==> config.mk <==
export PLATFORM = sky130hd
export DESIGN_NAME = control_unit
export DESIGN_NICKNAME = d
export VERILOG_FILES = /design/src/rtl/control_pkg.sv /design/src/rtl/cond_eval.sv /design/src/rtl/control_unit.sv
export SDC_FILE = /design/constraint.sdc
export NUM_CORES = 1
export LEC_CHECK = 0
export ABC_AREA = 1
export CAP_MARGIN = 20
export CORE_UTILIZATION = 35
export CTS_BUF_LIST = sky130_fd_sc_hd__clkbuf_4 sky130_fd_sc_hd__clkbuf_8
export DETAILED_ROUTE_END_ITERATION = 7
export PLACE_DENSITY = 0.84
export SYNTH_ARGS = -nofsm -noshare
export SYNTH_HDL_FRONTEND = slang
export SYNTH_SLANG_ARGS = --single-unit
==> constraint.sdc <==
create_clock -name clock -period 2.5 [get_ports clock]
set_clock_uncertainty 0.2 [all_clocks]
set_input_delay 0.5 -clock clock [delete_from_list [all_inputs] [get_ports clock]]
set_output_delay 0.5 -clock clock [all_outputs]
set_load 0.01 [all_outputs]
==> src/rtl/control_pkg.sv <==
// Shared definitions for the LEGv8 multi-cycle control unit: state
// encodings, opcode patterns, ALU function codes, select codes and the
// controlWord field layout.
package control_pkg;

  // FSM states
  typedef enum logic [1:0] {
    S_FETCH  = 2'd0,
    S_EXEC   = 2'd1,
    S_CBTEST = 2'd2,
    S_HALT   = 2'd3
  } state_e;

  localparam state_e RESET_STATE = S_FETCH;

  // Opcode patterns, compared against the top bits of IR
  localparam logic [10:0] OP_ADD  = 11'b10001011000;
  localparam logic [10:0] OP_SUB  = 11'b11001011000;
  localparam logic [10:0] OP_AND  = 11'b10001010000;
  localparam logic [10:0] OP_ORR  = 11'b10101010000;
  localparam logic [10:0] OP_ADDS = 11'b10101011000;
  localparam logic [10:0] OP_SUBS = 11'b11101011000;
  localparam logic [10:0] OP_LDUR = 11'b11111000010;
  localparam logic [10:0] OP_STUR = 11'b11111000000;
  localparam logic [10:0] OP_BR   = 11'b11010110000;
  localparam logic [9:0]  OP_ADDI = 10'b1001000100;
  localparam logic [9:0]  OP_SUBI = 10'b1101000100;
  localparam logic [5:0]  OP_B    = 6'b000101;
  localparam logic [7:0]  OP_BCOND = 8'b01010100;
  localparam logic [7:0]  OP_CBZ  = 8'b10110100;
  localparam logic [7:0]  OP_CBNZ = 8'b10110101;

  // ALU function select {invA, invB, op[2:0]}
  localparam logic [4:0] FS_AND = 5'b00000;
  localparam logic [4:0] FS_OR  = 5'b00001;
  localparam logic [4:0] FS_ADD = 5'b00010;
  localparam logic [4:0] FS_XOR = 5'b00011;
  localparam logic [4:0] FS_SUB = 5'b01010;

  // Data bus source
  localparam logic [1:0] DATA_ALU  = 2'd0;
  localparam logic [1:0] DATA_REGB = 2'd1;
  localparam logic [1:0] DATA_PC4  = 2'd2;
  localparam logic [1:0] DATA_MEM  = 2'd3;

  // Address bus source
  localparam logic ADDR_ALU = 1'b0;
  localparam logic ADDR_PC  = 1'b1;

  // PC function and PC input select
  localparam logic [1:0] PCFS_HOLD = 2'd0;
  localparam logic [1:0] PCFS_INC4 = 2'd1;
  localparam logic [1:0] PCFS_REL  = 2'd2;
  localparam logic [1:0] PCFS_LOAD = 2'd3;
  localparam logic       PCSEL_REGA = 1'b0;
  localparam logic       PCSEL_K    = 1'b1;

  localparam logic [1:0] SIZE_64 = 2'b11;

  // controlWord bit positions (LSB of each field)
  localparam int CW_FS_LSB     = 30;
  localparam int CW_SA_LSB     = 25;
  localparam int CW_SB_LSB     = 20;
  localparam int CW_DA_LSB     = 15;
  localparam int CW_WREG       = 14;
  localparam int CW_C0         = 13;
  localparam int CW_MEM_CS     = 12;
  localparam int CW_B_SEL      = 11;
  localparam int CW_MEM_W      = 10;
  localparam int CW_IR_LOAD    = 9;
  localparam int CW_STAT_LOAD  = 8;
  localparam int CW_SIZE_LSB   = 6;
  localparam int CW_ADDR_SEL   = 5;
  localparam int CW_DATA_LSB   = 3;
  localparam int CW_PC_SEL     = 2;
  localparam int CW_PCFS_LSB   = 0;

  // Status flag indices
  localparam int STAT_Z = 0;
  localparam int STAT_N = 1;
  localparam int STAT_C = 2;
  localparam int STAT_V = 3;

  // controlWord as a packed struct, MSB first, 36 bits total
  typedef struct packed {
    logic       rsvd;
    logic [4:0] fs;
    logic [4:0] sa;
    logic [4:0] sb;
    logic [4:0] da;
    logic       w_reg;
    logic       c0;
    logic       mem_cs;
    logic       b_sel;
    logic       mem_w;
    logic       ir_load;
    logic       status_load;
    logic [1:0] size;
    logic       add_tri_sel;
    logic [1:0] data_tri_sel;
    logic       pc_sel;
    logic [1:0] pc_fs;
  } cw_t;

  // Decoded instruction class
  typedef enum logic [3:0] {
    I_ADD, I_SUB, I_AND, I_ORR, I_ADDS, I_SUBS, I_ADDI, I_SUBI,
    I_LDUR, I_STUR, I_B, I_BCOND, I_BR, I_CBZ, I_CBNZ, I_BAD
  } instr_e;

  // Classify an instruction from its top eleven bits
  function automatic instr_e decode_instr(input logic [10:0] op);
    instr_e r;
    r = I_BAD;
    if      (op == OP_ADD)        r = I_ADD;
    else if (op == OP_SUB)        r = I_SUB;
    else if (op == OP_AND)        r = I_AND;
    else if (op == OP_ORR)        r = I_ORR;
    else if (op == OP_ADDS)       r = I_ADDS;
    else if (op == OP_SUBS)       r = I_SUBS;
    else if (op == OP_LDUR)       r = I_LDUR;
    else if (op == OP_STUR)       r = I_STUR;
    else if (op == OP_BR)         r = I_BR;
    else if (op[10:1] == OP_ADDI) r = I_ADDI;
    else if (op[10:1] == OP_SUBI) r = I_SUBI;
    else if (op[10:5] == OP_B)    r = I_B;
    else if (op[10:3] == OP_BCOND) r = I_BCOND;
    else if (op[10:3] == OP_CBZ)  r = I_CBZ;
    else if (op[10:3] == OP_CBNZ) r = I_CBNZ;
    return r;
  endfunction

endpackage

==> src/rtl/cond_eval.sv <==
// Evaluates a LEGv8 branch condition code against the latched flags.
module cond_eval
  import control_pkg::*;
(
  input  logic [3:0] status,
  input  logic [3:0] cond,
  output logic       take
);

  logic z, n, c, v;
  assign z = status[STAT_Z];
  assign n = status[STAT_N];
  assign c = status[STAT_C];
  assign v = status[STAT_V];

  // Condition decode; codes 14 and 15 both mean always
  always_comb begin
    take = 1'b0;
    case (cond)
      4'd0:  take = z;
      4'd1:  take = ~z;
      4'd2:  take = c;
      4'd3:  take = ~c;
      4'd4:  take = n;
      4'd5:  take = ~n;
      4'd6:  take = v;
      4'd7:  take = ~v;
      4'd8:  take = c & ~z;
      4'd9:  take = ~c | z;
      4'd10: take = (n == v);
      4'd11: take = (n != v);
      4'd12: take = ~z & (n == v);
      4'd13: take = z | (n != v);
      default: take = 1'b1;
    endcase
  end

endmodule

==> src/rtl/control_unit.sv <==
// Multi-cycle LEGv8 control FSM. Outputs are combinational from the
// current state and IR; the state only advances on clock edges.
//
// mem_ready handshake: memory raises mem_ready in the cycle it completes
// the access the control word is requesting. The FSM holds its state
// (and keeps PC/register writes disabled) until it sees mem_ready=1 in
// S_FETCH, LDUR or STUR; in every other situation mem_ready is ignored.
module control_unit
  import control_pkg::*;
(
  input  logic        clock,
  input  logic        reset,
  input  logic [31:0] IR,
  input  logic [3:0]  status,
  input  logic        mem_ready,
  output logic [35:0] controlWord,
  output logic [31:0] k,
  output logic        halted
);

  state_e state_q, state_d;
  instr_e instr;
  logic   cond_take;
  logic   cb_take;
  cw_t    cw;
  logic [31:0] k_d;

  logic [4:0] rd, rn, rm;
  assign rd = IR[4:0];
  assign rn = IR[9:5];
  assign rm = IR[20:16];

  assign instr = decode_instr(IR[31:21]);

  // IR[24] separates CBZ (0) from CBNZ (1)
  assign cb_take = IR[24] ? ~status[STAT_Z] : status[STAT_Z];

  cond_eval u_cond_eval (
    .status (status),
    .cond   (IR[3:0]),
    .take   (cond_take)
  );

  // State register with asynchronous reset into the fetch state
  always_ff @(posedge clock or posedge reset) begin
    if (reset) state_q <= RESET_STATE;
    else       state_q <= state_d;
  end

  // Next-state selection
  always_comb begin
    state_d = state_q;
    case (state_q)
      S_FETCH: if (mem_ready) state_d = S_EXEC;
      S_EXEC: begin
        case (instr)
          I_LDUR, I_STUR: if (mem_ready) state_d = S_FETCH;
          I_CBZ, I_CBNZ:  state_d = S_CBTEST;
          I_BAD:          state_d = S_HALT;
          default:        state_d = S_FETCH;
        endcase
      end
      S_CBTEST: state_d = S_FETCH;
      S_HALT:   state_d = S_HALT;
      default:  state_d = RESET_STATE;
    endcase
  end

  // Control word and constant for the current state and instruction
  always_comb begin
    cw  = '0;
    k_d = '0;
    if (!reset) begin
      case (state_q)
        S_FETCH: begin
          cw.size         = SIZE_64;
          cw.mem_cs       = 1'b1;
          cw.add_tri_sel  = ADDR_PC;
          cw.data_tri_sel = DATA_MEM;
          cw.ir_load      = mem_ready;
          cw.pc_fs        = PCFS_HOLD;
        end
        S_EXEC: begin
          cw.size = SIZE_64;
          case (instr)
            I_ADD, I_SUB, I_AND, I_ORR, I_ADDS, I_SUBS: begin
              cw.sa    = rn;
              cw.sb    = rm;
              cw.da    = rd;
              cw.w_reg = 1'b1;
              cw.pc_fs = PCFS_INC4;
              case (instr)
                I_SUB, I_SUBS: begin cw.fs = FS_SUB; cw.c0 = 1'b1; end
                I_AND:         cw.fs = FS_AND;
                I_ORR:         cw.fs = FS_OR;
                default:       cw.fs = FS_ADD;
              endcase
              cw.status_load = (instr == I_ADDS) || (instr == I_SUBS);
            end
            I_ADDI, I_SUBI: begin
              k_d      = {20'd0, IR[21:10]};
              cw.sa    = rn;
              cw.da    = rd;
              cw.b_sel = 1'b1;
              cw.w_reg = 1'b1;
              cw.pc_fs = PCFS_INC4;
              if (instr == I_SUBI) begin
                cw.fs = FS_SUB;
                cw.c0 = 1'b1;
              end else begin
                cw.fs = FS_ADD;
              end
            end
            I_LDUR, I_STUR: begin
              // Address = Rn + simm9; both writes wait on mem_ready
              k_d            = {{23{IR[20]}}, IR[20:12]};
              cw.sa          = rn;
              cw.b_sel       = 1'b1;
              cw.fs          = FS_ADD;
              cw.add_tri_sel = ADDR_ALU;
              cw.mem_cs      = 1'b1;
              cw.pc_fs       = mem_ready ? PCFS_INC4 : PCFS_HOLD;
              if (instr == I_LDUR) begin
                cw.da           = rd;
                cw.data_tri_sel = DATA_MEM;
                cw.w_reg        = mem_ready;
              end else begin
                cw.sb           = rd;
                cw.data_tri_sel = DATA_REGB;
                cw.mem_w        = 1'b1;
              end
            end
            I_B: begin
              k_d       = {{6{IR[25]}}, IR[25:0]};
              cw.pc_sel = PCSEL_K;
              cw.pc_fs  = PCFS_REL;
            end
            I_BCOND: begin
              k_d       = {{13{IR[23]}}, IR[23:5]};
              cw.pc_sel = PCSEL_K;
              cw.pc_fs  = cond_take ? PCFS_REL : PCFS_INC4;
            end
            I_BR: begin
              cw.sa     = rn;
              cw.pc_sel = PCSEL_REGA;
              cw.pc_fs  = PCFS_LOAD;
            end
            I_CBZ, I_CBNZ: begin
              // Pass Rt through the ALU (Rt + 0) so Z reflects Rt == 0
              cw.sa          = rd;
              cw.b_sel       = 1'b1;
              cw.fs          = FS_ADD;
              cw.status_load = 1'b1;
              cw.pc_fs       = PCFS_HOLD;
            end
            default: cw = '0;
          endcase
        end
        S_CBTEST: begin
          k_d       = {{13{IR[23]}}, IR[23:5]};
          cw.size   = SIZE_64;
          cw.pc_sel = PCSEL_K;
          cw.pc_fs  = cb_take ? PCFS_REL : PCFS_INC4;
        end
        default: cw = '0;
      endcase
    end
  end

  // Drive the ports from the decoded word
  always_comb begin
    controlWord = cw;
    k           = k_d;
    halted      = !reset && (state_q == S_HALT);
  end

endmodule

==> reports/metrics.json, run 1 <==
{
  "vias_per_cell": 6.21,
  "yosys_register_bits": 2,
  "yosys_warnings": 0,
  "drive_above_1_share_pct": 59.8,
  "cts_inserted_buffers": 3,
  "hold_viol_final": 0,
  "worst_hold_path_type": "reg -> reg",
  "power.static_leakage_nw": 2.42,
  "violations": "setup timing",
  "drc_errors": 0,
  "synth.avg_cell_area_um2": 5.09,
  "most-common-layout-cells": "sky130_fd_sc_hd__buf_4, sky130_fd_sc_hd__nand2_1, sky130_fd_sc_hd__buf_2",
  "fin_crit_ns": 2.81,
  "total_switching_power_uw": 926,
  "wl_per_cell_um": 21.7,
  "mostFrequentLayoutCell": "sky130_fd_sc_hd__buf_4",
  "synth.lib_cells_used.distinct": 42,
  "drt-pass1-iter-count": 5,
  "global_route.overflow_total": 0,
  "delay_heaviest_family_cp": "simple AND/OR/NAND/NOR gates",
  "floorplan.initialDensity_pct": 36.9,
  "fin_crit_sh_pct": 113,
  "synth_area_leader_cell": "sky130_fd_sc_hd__nand2_1",
  "instance_count_of_the_mapped_netlist": 404,
  "power_frac_seq_pct": 4.0,
  "worst_ir_drop_vdd_v": 0.000949,
  "drtAntennaViolNets": 0,
  "grt_first_pass_wirelength_um": 19300,
  "setup.worst_path.class": "in -> out",
  "hold_ws_ns": 0.458,
  "timing.final.ws_setup_ns": -0.313,
  "finish.utilization_pct": 85.7,
  "final_net_count": 677,
  "synthesis.area_um2": 2050,
  "largestRegisters": "state_q (2)",
  "largest_register_ffs": 2,
  "timing.critical_path.fanout_max": 5,
  "cts.htree.levels": 1,
  "detailed_route_wl_um": 15300,
  "synth-seq-area-share_pct": 2.44,
  "max_cap_violations": 0,
  "detailed_placer_s_ending_hpwl_um": 7730,
  "tritoncts": "done",
  "synthFlopType": "sky130_fd_sc_hd__dfrtp_1",
  "grt.total_usage_pct": 39.1,
  "max_slew_violation_count": 0,
  "timing.critical_path.from_type": "input pin",
  "cp_num_buf_inv": 2,
  "placementRows": 27,
  "worst_ep_required_time_ns": 1.80,
  "clkLatencyLatePin_ns": 0.21,
  "grt_antenna_before_repair": 0,
  "finalSetupViolations": 60,
  "synth_enable_flop_cells": 0,
  "end_kind": "primary output",
  "placeableCoreArea_um2": 5570,
  "floorplan.die.height_um": 78.6,
  "crit_chain": "buf_8 > nor2_4 > nand3_4 > nor2_4 > nand2_1 > nand4_1 > nor2_1 > nand2_1 > nand2_2 > a21oi_4 > buf_6",
  "max_flop_register": "state_q",
  "cell_internal_pwr_uw": 686,
  "num_vias": 4362,
  "placement.io_buffers": 104,
  "result_of_the_run": "finished with violations",
  "grt_start_max_net_pins": 33,
  "comb_power_share_pct": 87.8,
  "pin_count": 108,
  "hold_buf_count_cts": 0,
  "n_antenna_cell": 0,
  "cts.path.max_buffers": 2,
  "timing.critical_path.slowest_stage_cell": "sky130_fd_sc_hd__nand4_1",
  "cellPowerDensity_nw_per_um2": 338,
  "crit_path_largest_cell_delay_ns": 0.23,
  "clkPwrFrac_pct": 8.2,
  "gp_congestion": 1.01,
  "postSynth.asyncResetShare_pct": 100,
  "via_count_of_the_first_global_routing_pass": 4136,
  "critical_path_arrival_ns": 2.11,
  "synthToLayoutAreaGrowth_pct": 132,
  "dieWidth_um": 78.6,
  "clock_pin_transition_on_the_worst_setup_and_hold_timing_paths_ns": 0.03,
  "grt_setup_unrepaired": "true",
  "netSwitchingFraction_pct": 57.5,
  "synthTopCellsByArea": "sky130_fd_sc_hd__nand2_1, sky130_fd_sc_hd__inv_1, sky130_fd_sc_hd__nand3_1",
  "synth.top_cell.area_share_pct": 19.9,
  "root_buffer": "sky130_fd_sc_hd__clkbuf_8",
  "max_freq_mhz": 356,
  "drt_first_iter_violations": 575,
  "clock_sink_count": 2,
  "floorplan.die_area_um2": 6180
}
## per-stage QoR
step | cell area [um2] | instances | TNS [ns] | setup WS, ns | power [mW]
6_report | 4780 | 702 | -10.37 | -0.313 | 1.61
5_1_grt | 4780 | 702 | -13.64 | -0.384 | 1.68
4_1_cts | 4410 | 691 | -3.33 | -0.177 | 1.40
3_5_place_dp | 3840 | 657 | -59.47 | -1.05 | 1.23
3_3_place_gp | 3840 | 657 | -58.93 | -1.02 | 1.20
2_1_floorplan | 2070 | 406 | 0 | 0.00425 | 0.658
## per-layer routing
layer  vias up  share of wire (%)  track usage [%]
li1       1789                  -                -
met1      1993                 33             41.0
met2       435                 47             71.7
met3       145                 11             4.19
met4         0                9.2             28.3
met5         -                  0                0
## synth_stat cells, types with 2 or more instances
master	number
sky130_fd_sc_hd__nand2_1	109
sky130_fd_sc_hd__inv_1	52
sky130_fd_sc_hd__nor2_1	41
sky130_fd_sc_hd__nand3_1	32
sky130_fd_sc_hd__a21oi_1	28
sky130_fd_sc_hd__o21ai_0	22
sky130_fd_sc_hd__o22ai_1	12
sky130_fd_sc_hd__buf_4	11
sky130_fd_sc_hd__o21ai_1	10
sky130_fd_sc_hd__clkbuf_1	9
sky130_fd_sc_hd__inv_2	8
sky130_fd_sc_hd__nor3_1	8
sky130_fd_sc_hd__a22oi_1	6
sky130_fd_sc_hd__ha_1	6
sky130_fd_sc_hd__nand4_1	5
sky130_fd_sc_hd__nor2_2	5
sky130_fd_sc_hd__o221ai_1	5
sky130_fd_sc_hd__buf_2	4
sky130_fd_sc_hd__nor3_2	3
sky130_fd_sc_hd__o2111ai_1	3
sky130_fd_sc_hd__a311oi_1	2
sky130_fd_sc_hd__dfrtp_1	2
sky130_fd_sc_hd__nand2_2	2
## tightest hold or removal path, delay by kind of cell (launching register included)
kind,cells,cell delay (ns)
and+or+nand+nor,2,0.12
DFF,1,0.35
buffers and inverters,1,0.15
## layout make-up
cell class	instances	area [um2]
repair buffers	245	2010
inverters	60	258
multi-input cells	320	2320
clock buffers	3	41.3
flip-flops and latches	2	50.0
fillers	281	798
well taps	72	90.1
## power by group through the flow
stage	Sequential, mW	Clock [mW]	Combinational [mW]
2_1_floorplan	0.0654	0	0.593
3_3_place_gp	0.0614	0	1.14
3_5_place_dp	0.0624	0	1.17
4_1_cts	0.0623	0.130	1.21
5_1_grt	0.0647	0.139	1.48
6_report	0.0637	0.132	1.42
## cell families after synthesis
kind of cell | after synthesis | synth area share [%]
adder cells (fa/ha/maj) | 6 | 3.65
AO/OA/AOI/OAI | 93 | 26.9
flip-flops | 2 | 2.44
XOR/XNOR | 1 | 0.426
AND/OR/NAND/NOR | 216 | 48.7
other | 1 | 0.183
buffers and inverters | 85 | 17.8
## what timing repair did
| item | 4_1_cts | 5_1_grt |
|---|---|---|
| gates resized for setup | 507 | 75 |
| setup buffers | 32 | 12 |
| pin swaps | 73 | 61 |
| gates cloned | 1 | 1 |
| setup endpoints to repair | 66 | 63 |
## final timing paths
check / cells past startpoint / endpoint / slack (ns) / from
hold reg to reg: 3 / state_q[1]$_DFFE_PP0P_ / 0.46 / state_q[1]$_DFFE_PP0P_
setup reg to reg: 9 / state_q[0]$_DFFE_PP0P_ / 0.62 / state_q[0]$_DFFE_PP0P_
setup / recovery: 11 / controlWord[7] / -0.31 / IR[22]
hold / removal: 3 / state_q[1]$_DFFE_PP0P_ / 0.46 / state_q[1]$_DFFE_PP0P_
max in group asynchronous: 4 / state_q[0]$_DFFE_PP0P_ / 1.44 / reset
min in group asynchronous: 4 / state_q[1]$_DFFE_PP0P_ / 0.57 / reset
Power figures use the tool's default switching activity.
==> run 2: changes to the inputs <==
- CORE_UTILIZATION: 35 -> 37
- PLACE_DENSITY: 0.84 -> 0.88
==> run 2 against run 1 <==
- the flow now stops in global routing
- synthesized area unchanged
- synthesized cell count stayed put
==> reports/metrics.json, run 2 <==
{
  "result_of_the_run": "aborted with a tool error",
  "lastStage": "global routing",
  "error_message": "[ERROR GRT-0232] Routing congestion too high. Check the congestion heatmap in the GUI.",
  "grt.total_usage_pct": 73.3,
  "synth.lib_cells_used.distinct": {"value": 42, "change": "unchanged"},
  "synth-seq-area-share": {"value": 2.44, "unit": "%", "change": "unchanged"},
  "synth.top_cell.area_share": {"value": 19.9, "unit": "%", "change": "unchanged"},
  "instance_count_of_the_mapped_netlist": {"value": 404, "change": "unchanged"},
  "placement.io_buffers": {"value": 104, "change": "unchanged"},
  "clock_sink_count": {"value": 2, "change": "unchanged"},
  "floorplan.die.height": {"value": 76.5, "unit": "um", "change": "-2.7%"},
  "placementRows": {"value": 26, "change": "-3.7%"},
  "postSynth.asyncResetShare": {"value": 100, "unit": "%", "change": "unchanged"},
  "synthFlopType": "sky130_fd_sc_hd__dfrtp_1",
  "cts.path.max_buffers": {"value": 2, "change": "unchanged"},
  "detailed_placer_s_ending_hpwl": {"value": 7600, "unit": "um", "change": "-1.7%"},
  "leading_cell_type_by_number_of_instances_after_synthesis": "sky130_fd_sc_hd__nand2_1",
  "grt_repair_worst_endpoint": "controlWord[29]",
  "dieWidth": {"value": 76.5, "unit": "um", "change": "-2.7%"},
  "cts_inserted_buffers": {"value": 3, "change": "unchanged"},
  "floorplan.initialDensity": {"value": 39.2, "unit": "%", "change": "+2.4 points"},
  "synth.cells.most_frequent": "sky130_fd_sc_hd__nand2_1, sky130_fd_sc_hd__inv_1, sky130_fd_sc_hd__nor2_1, sky130_fd_sc_hd__nand3_1, sky130_fd_sc_hd__a21oi_1",
  "gp_congestion": {"value": 1.11, "change": "+10%"},
  "synthTopCellsByArea": "sky130_fd_sc_hd__nand2_1, sky130_fd_sc_hd__inv_1, sky130_fd_sc_hd__nand3_1",
  "cts.htree.levels": {"value": 1, "change": "unchanged"},
  "worst-ep-kind": "primary output",
  "synth_enable_flop_cells": {"value": 0, "change": "unchanged"},
  "pin_count": {"value": 108, "change": "unchanged"},
  "dp.cells": {"value": 645, "change": "-1.8%"},
  "yosys_warnings": {"value": 0, "change": "unchanged"},
  "root_buffer": "sky130_fd_sc_hd__clkbuf_8",
  "hold_buf_count_cts": {"value": 0, "change": "unchanged"},
  "synthesis.area": {"value": 2050, "unit": "um2", "change": "unchanged"},
  "global_route.overflow_total": 49,
  "placed_area": {"value": 3770, "unit": "um2", "change": "-1.7%"},
  "synth_area_leader_cell": "sky130_fd_sc_hd__nand2_1",
  "grt_start_max_net_pins": 33,
  "synth.avg_cell_area": {"value": 5.09, "unit": "um2", "change": "unchanged"},
  "yosys_register_bits": {"value": 2, "change": "unchanged"}
}
[run 2: per-layer routing]
layer	global-route usage (%)	GRT overflow
met4	86.0	28
met3	54.0	0
met1	68.9	1
met5	4.55	0
met2	94.1	20
[run 2: kinds of logic after synthesis]
logic type               share of synthesized area (%)
AO/OA/AOI/OAI                                     26.9
other                                            0.183
XOR/XNOR                                         0.426
adder cells (fa/ha/maj)                           3.65
AND/OR/NAND/NOR                                   48.7
flip-flops                                        2.44
buffers and inverters                             17.8
[run 2: timing repair]
action                                  4_1_cts
gates resized for setup                     498
gates cloned                                  2
pin swaps                                    63
endpoints found under the setup margin       66
setup buffers                                23
[run 2: through the flow]
stage | setup WS, ns | utilization (%)
3_3_place_gp | -0.931 | 72.1
3_5_place_dp | -1.01 | 72.1
2_1_floorplan | 0.00425 | -
4_1_cts | -0.123 | 82.8
